===== src/rtl/ab_dec_pkg.sv =====
// Shared types for the AB step decoder: tracking states and
// the Gray code points of the forward AB sequence.
package ab_dec_pkg;

  typedef enum logic [1:0] {
    IDLE,
    TRACK,
    FAULT
  } state_t;

  localparam logic [1:0] G0 = 2'b00;
  localparam logic [1:0] G1 = 2'b01;
  localparam logic [1:0] G2 = 2'b11;
  localparam logic [1:0] G3 = 2'b10;

  // Next code point in the forward direction.
  function automatic logic [1:0] gray_next(
    input logic [1:0] g
  );
    logic [1:0] n;
    unique case (g)
      G0:      n = G1;
      G1:      n = G2;
      G2:      n = G3;
      default: n = G0;
    endcase
    return n;
  endfunction

endpackage


===== src/rtl/ab_sync.sv =====
// Two-flop synchronizer for the AB pins, reset to 0; exists only
// when AB_SYNC_EN is defined. Ports: clk, rst, d[W], q[W].
`ifdef AB_SYNC_EN
module ab_sync #(
  parameter int W = 2
) (
  input  logic         clk,
  input  logic         rst,
  input  logic [W-1:0] d,
  output logic [W-1:0] q
);

  logic [W-1:0] m;

  always_ff @(posedge clk or posedge rst) begin
    if (rst) begin
      m <= '0;
      q <= '0;
    end else begin
      m <= d;
      q <= m;
    end
  end

endmodule
`endif


===== src/rtl/ab_step_decoder.sv =====
// AB Gray-sequence step decoder: STEP/DIR/WRAP pulses, COUNT, ERR.
// In: CLK RST A B CLR. Out: STEP DIR COUNT WRAP ERR. AB_SYNC_EN adds sync.
module ab_step_decoder
  import ab_dec_pkg::*;
#(
  parameter int WIDTH = 8
) (
  input  logic             CLK,
  input  logic             RST,
  input  logic             A,
  input  logic             B,
  input  logic             CLR,
  output logic             STEP,
  output logic             DIR,
  output logic [WIDTH-1:0] COUNT,
  output logic             WRAP,
  output logic             ERR
);

  logic [1:0] ab_in;

`ifdef AB_SYNC_EN
  // Stay in IDLE until the reset-zeroed sync chain holds real pins.
  localparam logic [1:0] IDLE_LAST = 2'd2;

  ab_sync #(.W(2)) u_sync (
    .clk (CLK),
    .rst (RST),
    .d   ({A, B}),
    .q   (ab_in)
  );
`else
  localparam logic [1:0] IDLE_LAST = 2'd0;

  assign ab_in = {A, B};
`endif

  state_t           state, state_n;
  logic [1:0]       s, prev, prev_n;
  logic [1:0]       icnt, icnt_n;
  logic [WIDTH-1:0] count_n;
  logic             dir_n, step_n;
  logic             wrap_n, err_n;
  logic             fwd, rev, jump;

  assign fwd  = (s == gray_next(prev));
  assign rev  = (prev == gray_next(s));
  assign jump = (s == ~prev);

  always_ff @(posedge CLK or posedge RST) begin
    if (RST) begin
      state <= IDLE;
      s     <= '0;
      prev  <= '0;
      icnt  <= '0;
      COUNT <= '0;
      DIR   <= 1'b0;
      STEP  <= 1'b0;
      WRAP  <= 1'b0;
      ERR   <= 1'b0;
    end else begin
      state <= state_n;
      s     <= ab_in;
      prev  <= prev_n;
      icnt  <= icnt_n;
      COUNT <= count_n;
      DIR   <= dir_n;
      STEP  <= step_n;
      WRAP  <= wrap_n;
      ERR   <= err_n;
    end
  end

  always_comb begin
    state_n = state;
    prev_n  = s;
    icnt_n  = icnt;
    count_n = COUNT;
    dir_n   = DIR;
    step_n  = 1'b0;
    wrap_n  = 1'b0;
    err_n   = ERR;
    if (CLR) begin
      state_n = IDLE;
      icnt_n  = '0;
      count_n = '0;
      err_n   = 1'b0;
    end else begin
      unique case (state)
        IDLE: begin
          // PREV takes the value S is loading now, so
          // nothing that moved before this point counts.
          prev_n = ab_in;
          if (icnt == IDLE_LAST) begin
            state_n = TRACK;
            icnt_n  = '0;
          end else begin
            icnt_n = icnt + 2'd1;
          end
        end
        TRACK: begin
          unique case (1'b1)
            fwd: begin
              count_n = COUNT + WIDTH'(1);
              dir_n   = 1'b1;
              step_n  = 1'b1;
              wrap_n  = &COUNT;
            end
            rev: begin
              count_n = COUNT - WIDTH'(1);
              dir_n   = 1'b0;
              step_n  = 1'b1;
              wrap_n  = ~|COUNT;
            end
            jump: begin
              err_n   = 1'b1;
              state_n = FAULT;
            end
            default: ;
          endcase
        end
        FAULT: ;
        default: state_n = IDLE;
      endcase
    end
  end

endmodule


===== config.mk =====
export PLATFORM = sky130hd
export DESIGN_NAME = ab_step_decoder
export DESIGN_NICKNAME = d
export VERILOG_FILES = /design/src/rtl/ab_dec_pkg.sv /design/src/rtl/ab_sync.sv /design/src/rtl/ab_step_decoder.sv
export SDC_FILE = /design/constraint.sdc
export NUM_CORES = 1
export LEC_CHECK = 0
export ABC_AREA = 1
export ABC_CLOCK_PERIOD_IN_PS = 4200
export CORE_MARGIN = 3
export CORE_UTILIZATION = 45
export CTS_BUF_LIST = sky130_fd_sc_hd__clkbuf_8
export CTS_CLUSTER_SIZE = 10
export DETAILED_ROUTE_END_ITERATION = 7
export PLACE_DENSITY = 0.64
export SLEW_MARGIN = 40
export SYNTH_ARGS = -nofsm -noshare
export SYNTH_HDL_FRONTEND = slang
export SYNTH_SLANG_ARGS = --single-unit

===== constraint.sdc =====
create_clock -name CLK -period 4.2 [get_ports CLK]
set_input_delay 0.84 -clock CLK [delete_from_list [all_inputs] [get_ports CLK]]
set_output_delay 0.84 -clock CLK [all_outputs]
set_load 0.02 [all_outputs]

# Word-level counts from Yosys, hierarchy flattened
# Cells that the tools add are included.
[totals] output_inout_bits=12 inputBits=5 elab_cells=67 regBits=20
[classes] muxes=24 eq_ne=12 n_addsub=3 n_bitwise=2 reduce_logical=17
[ops] operator="$pmux 2 s3" n=3
[ops] operator="$mux 2" n=8
[ops] operator="$mux 8" n=2
[ops] operator="$pmux 8 s2" n=1
[ops] operator="$add 8x1->8 const B" n=1
[ops] operator="$logic_not 2->1" n=4
[ops] operator="$mux 1" n=8
[ops] operator="$reduce_and 8->1" n=1
[ops] operator="$reduce_bool 2->1" n=4
[ops] operator="$reduce_or 8->1" n=1
[ops] operator="$sub 8x1->8 const B" n=1
[ops] operator="$eq 2x1->1 const B" n=3
[ops] operator="$eq 2x2->1" n=3
[ops] operator="$eq 2x2->1 const B" n=3
[ops] operator="$ne 3x3->1 const B" n=2
[ops] operator="$reduce_and 3->1" n=2
[ops] operator="$pmux 1 s2" n=2
[ops] operator="$reduce_and 2->1" n=2
[ops] operator="$reduce_bool 3->1" n=1
[ops] operator="$add 2x1->2 const B" n=1
[ops] operator="$ne 2x2->1 const B" n=1
[ops] operator="$not 2->2" n=1
[ops] operator="$reduce_or 2->1" n=1
[ops] operator="$logic_not 1->1" n=1
[ops] operator="$not 1->1" n=1

# Longest topological paths before layout
[depth] ltp_word=7 mapped_depth=17 mapped_depth_nobuf=17

# Worst setup path before layout
# No wires, ideal clock.
[synth_timing] kind="register -> register" startpoint="register s[1]" endpoint="register COUNT[7]" t_arrival_ns=1.496 path_buffers=0 setup_ns=0.117 path_stages_with_launch=16 slack_ns=2.587 cell_sequence="dfrtp_1 inv_1 nand2_1 nand2_4 nand2_8 inv_4 ha_1 nand2_1 inv_1 nand3_1 nand2_1 inv_1 nand2_1 nand2_1 nand3_1 nand2_1"
[synth_between] elab_chain_cells=6
[synth_lines] item="start: declaration" line="ab_step_decoder.sv:39" source="logic [1:0] s, prev, prev_n;"
[synth_lines] item="start signal: assignment" line="ab_step_decoder.sv:63" source="s <= ab_in;"
[synth_lines] item="$eq 2x2->1 (tied with other cells)" line="ab_dec_pkg.sv:21" source="unique case (g)"
[synth_lines] item="$pmux 2 s3" line="ab_dec_pkg.sv:21"
[synth_lines] item="$eq 2x2->1" line="ab_step_decoder.sv:47" source="assign rev = (prev == gray_next(s));"
[synth_lines] item="$pmux 8 s2" line="ab_step_decoder.sv:102" source="unique case (1'b1)"
[synth_lines] item="$mux 8" line="ab_step_decoder.sv:89" source="unique case (state)"
[synth_lines] item="$mux 8" line="ab_step_decoder.sv:83" source="if (CLR) begin"
[synth_lines] item="end signal: assignment" line="ab_step_decoder.sv:66" source="COUNT <= count_n;"
[synth_lines] item="end: declaration" line="ab_step_decoder.sv:15" source="output logic [WIDTH-1:0] COUNT,"
# Several ways; a longest one is shown, not always the timed one. The select of a mux whose other input is x is not followed.
# A chain may end at the register's enable or synchronous reset.

# Worst setup path in the final report
[layout_timing] startpoint="register COUNT[6]" endpoint="output port COUNT[6]"
# No word-level cell between the ends.

==> metrics.md <==
| Metric | Value |
|---|---|
| Sequential cell area | `500 um2` |
| Die area | `approximately 3500 um2` |
| Root Buffer Master | `clkbuf_8` |
| Unique masters post-synth | `28` |
| First-pass GRT wire length | `4750 um` |
| Main flop type after synthesis | `dfrtp_1` |
| Fillers | `249` |
| Slowest cell on the critical path | `clkdlybuf4s50_1` |
| Die X | `between 50 and 60 um` |
| Cell area after synthesis | `~1300 um2` |
| Vias in the first global route | `1111` |
| CTS buffer count | `3` |
| CP Capture Type | `primary output` |
| DR iter-0 viols | `around 60` |
| Final Max Slew Viols | `0` |
| Total Wirelength | `approximately 2600 um` |
| Top post-synthesis cells by count | `46 x nand2_1, 25 x inv_1, 20 x dfrtp_1` |
| Largest net degree at the start of global routing | `21` |
| Fin util | `58.9%` |
| Post-place setup slack | `approximately 2.1 ns` |
| Worst Skew | `0.00888 ns` |
| Initial antenna violation count | `0` |
| Pre-Repair DR Iteration Count | `4` |
| GRT Total Usage | `between 15 and 20%` |
| Post-synth ARST share | `100%` |
| CP Buf/Inv Count | `1` |
| Cells after Synth | `165` |
| Longest Clk Path Bufs | `2` |
| RSZ-0062 raised after global routing | `no` |
| Area share of the largest cell type after synthesis | `approximately two fifths` |
| Pwr dens | `475 nW/um2` |
| Final nets | `between 150 and 200` |
| Setup TNS | `0 ns` |
| WHS | `around 0.49 ns` |
| Initial core utilization | `about half` |
| Setup repair bufs after CTS | `0` |
| Layout cells sized above 1 | `13.5%` |
| Period utilisation layout | `51.7%` |
| Die height | `slightly below 60 um` |
| Core Area | `between 2000 and 3000 um2` |
| EDFF count, synth | `0` |
| Routability congestion estimate | `0.785` |
| Vias | `around 1100` |
| CP delay by family, top | `buffers and inverters` |
| Io pins | `17` |
| Hold_buf cts | `0` |
| Critical path launch point type | `flip-flop` |
| Fmax | `between 400 and 500 MHz` |
| Register area share after synthesis | `approximately 40%` |
| Endpoints failing setup | `0` |
| Tightest Pin Transition | `0.430 ns` |
| Multi-input combinational cell area | `approximately 650 um2` |
| FF+latch count, synth | `20` |
| Avg Cell Area, Syn | `approximately 7.6 um2` |
| Sequence of cells on the critical path | `clkdlybuf4s50_1` |
| Mapped Nets | `~180` |
| Antenna Violating Nets Remaining | `0` |
| DR vias/cell | `4.99` |
| Diodes inserted | `0` |
| CP max FO | `5` |
| Ys Warns | `0` |
| Fin. Hold Viols | `0` |
| HPWL Detailed | `between 1500 and 2000 um` |
| Post-route DRC | `0` |
| Min-Delay Path Class | `flip-flop to flip-flop` |
| CP max stage delay | `around 0.63 ns` |
| Required @ worst endpoint | `3.36 ns` |
| Total congestion overflow | `0` |
| # H-tree levels | `1` |
| Critical path class | `flip-flop to primary output` |
| Count leader, synth | `nand2_1` |
| CTS resizes | `0` |
| Skew-Pair Late Insertion Delay | `roughly 0.26 ns` |
| CTS tree | `built` |
| Layout area overhead | `20.1%` |
| Design Power | `a little over 0.7 mW` |
| Post-synth top area cell | `dfrtp_1` |
| Max-Cap Viols | `0` |
| Crit path DAT | `between 1 and 1.5 ns` |
| # clock sinks | `20` |
| Status | `complete, no violations` |
| Clk slew on worst S/H paths | `0.08 ns` |
| Peak VDD IR | `around 0.3 mV` |
| Area contributors post-synth | `dfrtp_1 40%, nand2_1 14%, inv_1 7.4%, nand3_1 6.4%, ha_1 6.0%` |
| Max-slew headroom | `between 70% and 80%` |
| Num rows | `18` |
| Final setup margin | `between 2 and 2.5 ns` |
| Min Clock Period, post-route | `approximately 2.2 ns` |
| Leakage | `about 0.76 nW` |
| Port Buffer Count | `16` |
| Post-DR wirelength/cell | `about 12 um` |
[state kept, by name, indices dropped and copies added, names as in the netlist]
register and cells:
state 2, s 2, icnt 2, prev 2, DIR 1, WRAP 1, ERR 1, COUNT 8
STEP 1
[final cells by class]
| cell class | count | share of cell area, % |
|---|---|---|
| clock buffer | 4 | 3.64 |
| tap | 30 | 2.48 |
| sequential | 20 | 33.1 |
| multi-input combinational | 116 | 42.8 |
| inverter | 29 | 7.44 |
| timing repair buffer | 16 | 10.6 |
[metrics by stage]
| stage | instances | area [um2] |
|---|---|---|
| floorplan | 165 | 1260 |
| global placement | 211 | 1460 |
| detailed placement | 211 | 1460 |
| CTS | 215 | 1510 |
| global route | 215 | 1510 |
| finish | 215 | 1510 |
[cell families (layout without fill, tap and decap cells)]
logic type	count (synthesis)	in the layout	share of synthesized area (%)
compound gates	20	20	10.5
xor+xnor	1	1	0.695
fa+ha+maj	6	6	5.96
buf+inv	29	49	8.94
flops	20	20	39.7
simple gates	89	89	34.2
[layout by cell type (no fill, tap or decap), drive strengths merged]
| cell type | count |
|---|---|
| nand2 | 54 |
| inv | 28 |
| dfrtp | 20 |
| nand3 | 16 |
| clkdlybuf4s50 | 16 |
| nor2 | 12 |
| o21ai | 10 |
| ha | 6 |
| a21oi | 5 |
| clkbuf | 4 |
| o22ai | 2 |
| nand4 | 2 |
| or2 | 2 |
| o31ai | 1 |
| a21boi | 1 |
| xor2 | 1 |
| nand3b | 1 |
| clkinv | 1 |
| nor4 | 1 |
| nor3 | 1 |
| a31oi | 1 |
[worst paths after layout]
kind / from / to / slack, ns / cells after the start
max: COUNT[6] / COUNT[6] / 2.03 / 1
min: ERR / ERR / 0.49 / 2
min in group asynchronous: RST / COUNT[4] / 0.89 / 2
min reg2reg: ERR / ERR / 0.49 / 2
max reg2reg: s[1] / COUNT[7] / 2.39 / 15
max in group asynchronous: RST / icnt[0] / 3.00 / 2
[per-layer routing]
metal,vias up,GRT usage (%),routed length [um]
met3,2,4.39,108
met5,-,0,0
met1,486,23.5,1300
met2,19,29.0,1160
met4,0,5.83,17
li1,566,-,-
[power by group]
part | internal, mW | total [mW] | switching, mW
registers | 0.227 | 0.257 | 0.0303
logic | 0.120 | 0.313 | 0.192
clock network | 0.0834 | 0.149 | 0.0652
total | 0.430 | 0.718 | 0.288
[worst register-to-register path, stage by stage, from the launching register on]
cell and delay (ns):
dfrtp_1 0.37, inv_1 0.08, nand2_1 0.10, nand2_4 0.10, nand2_8 0.11, inv_4 0.06
ha_1 0.35, nand2_1 0.07, inv_1 0.07, nand3_1 0.08, nand2_1 0.06, inv_1 0.05
nand2_1 0.05, nand2_1 0.05, nand3_1 0.06, nand2_1 0.05
Power figures use the tool's default switching activity.
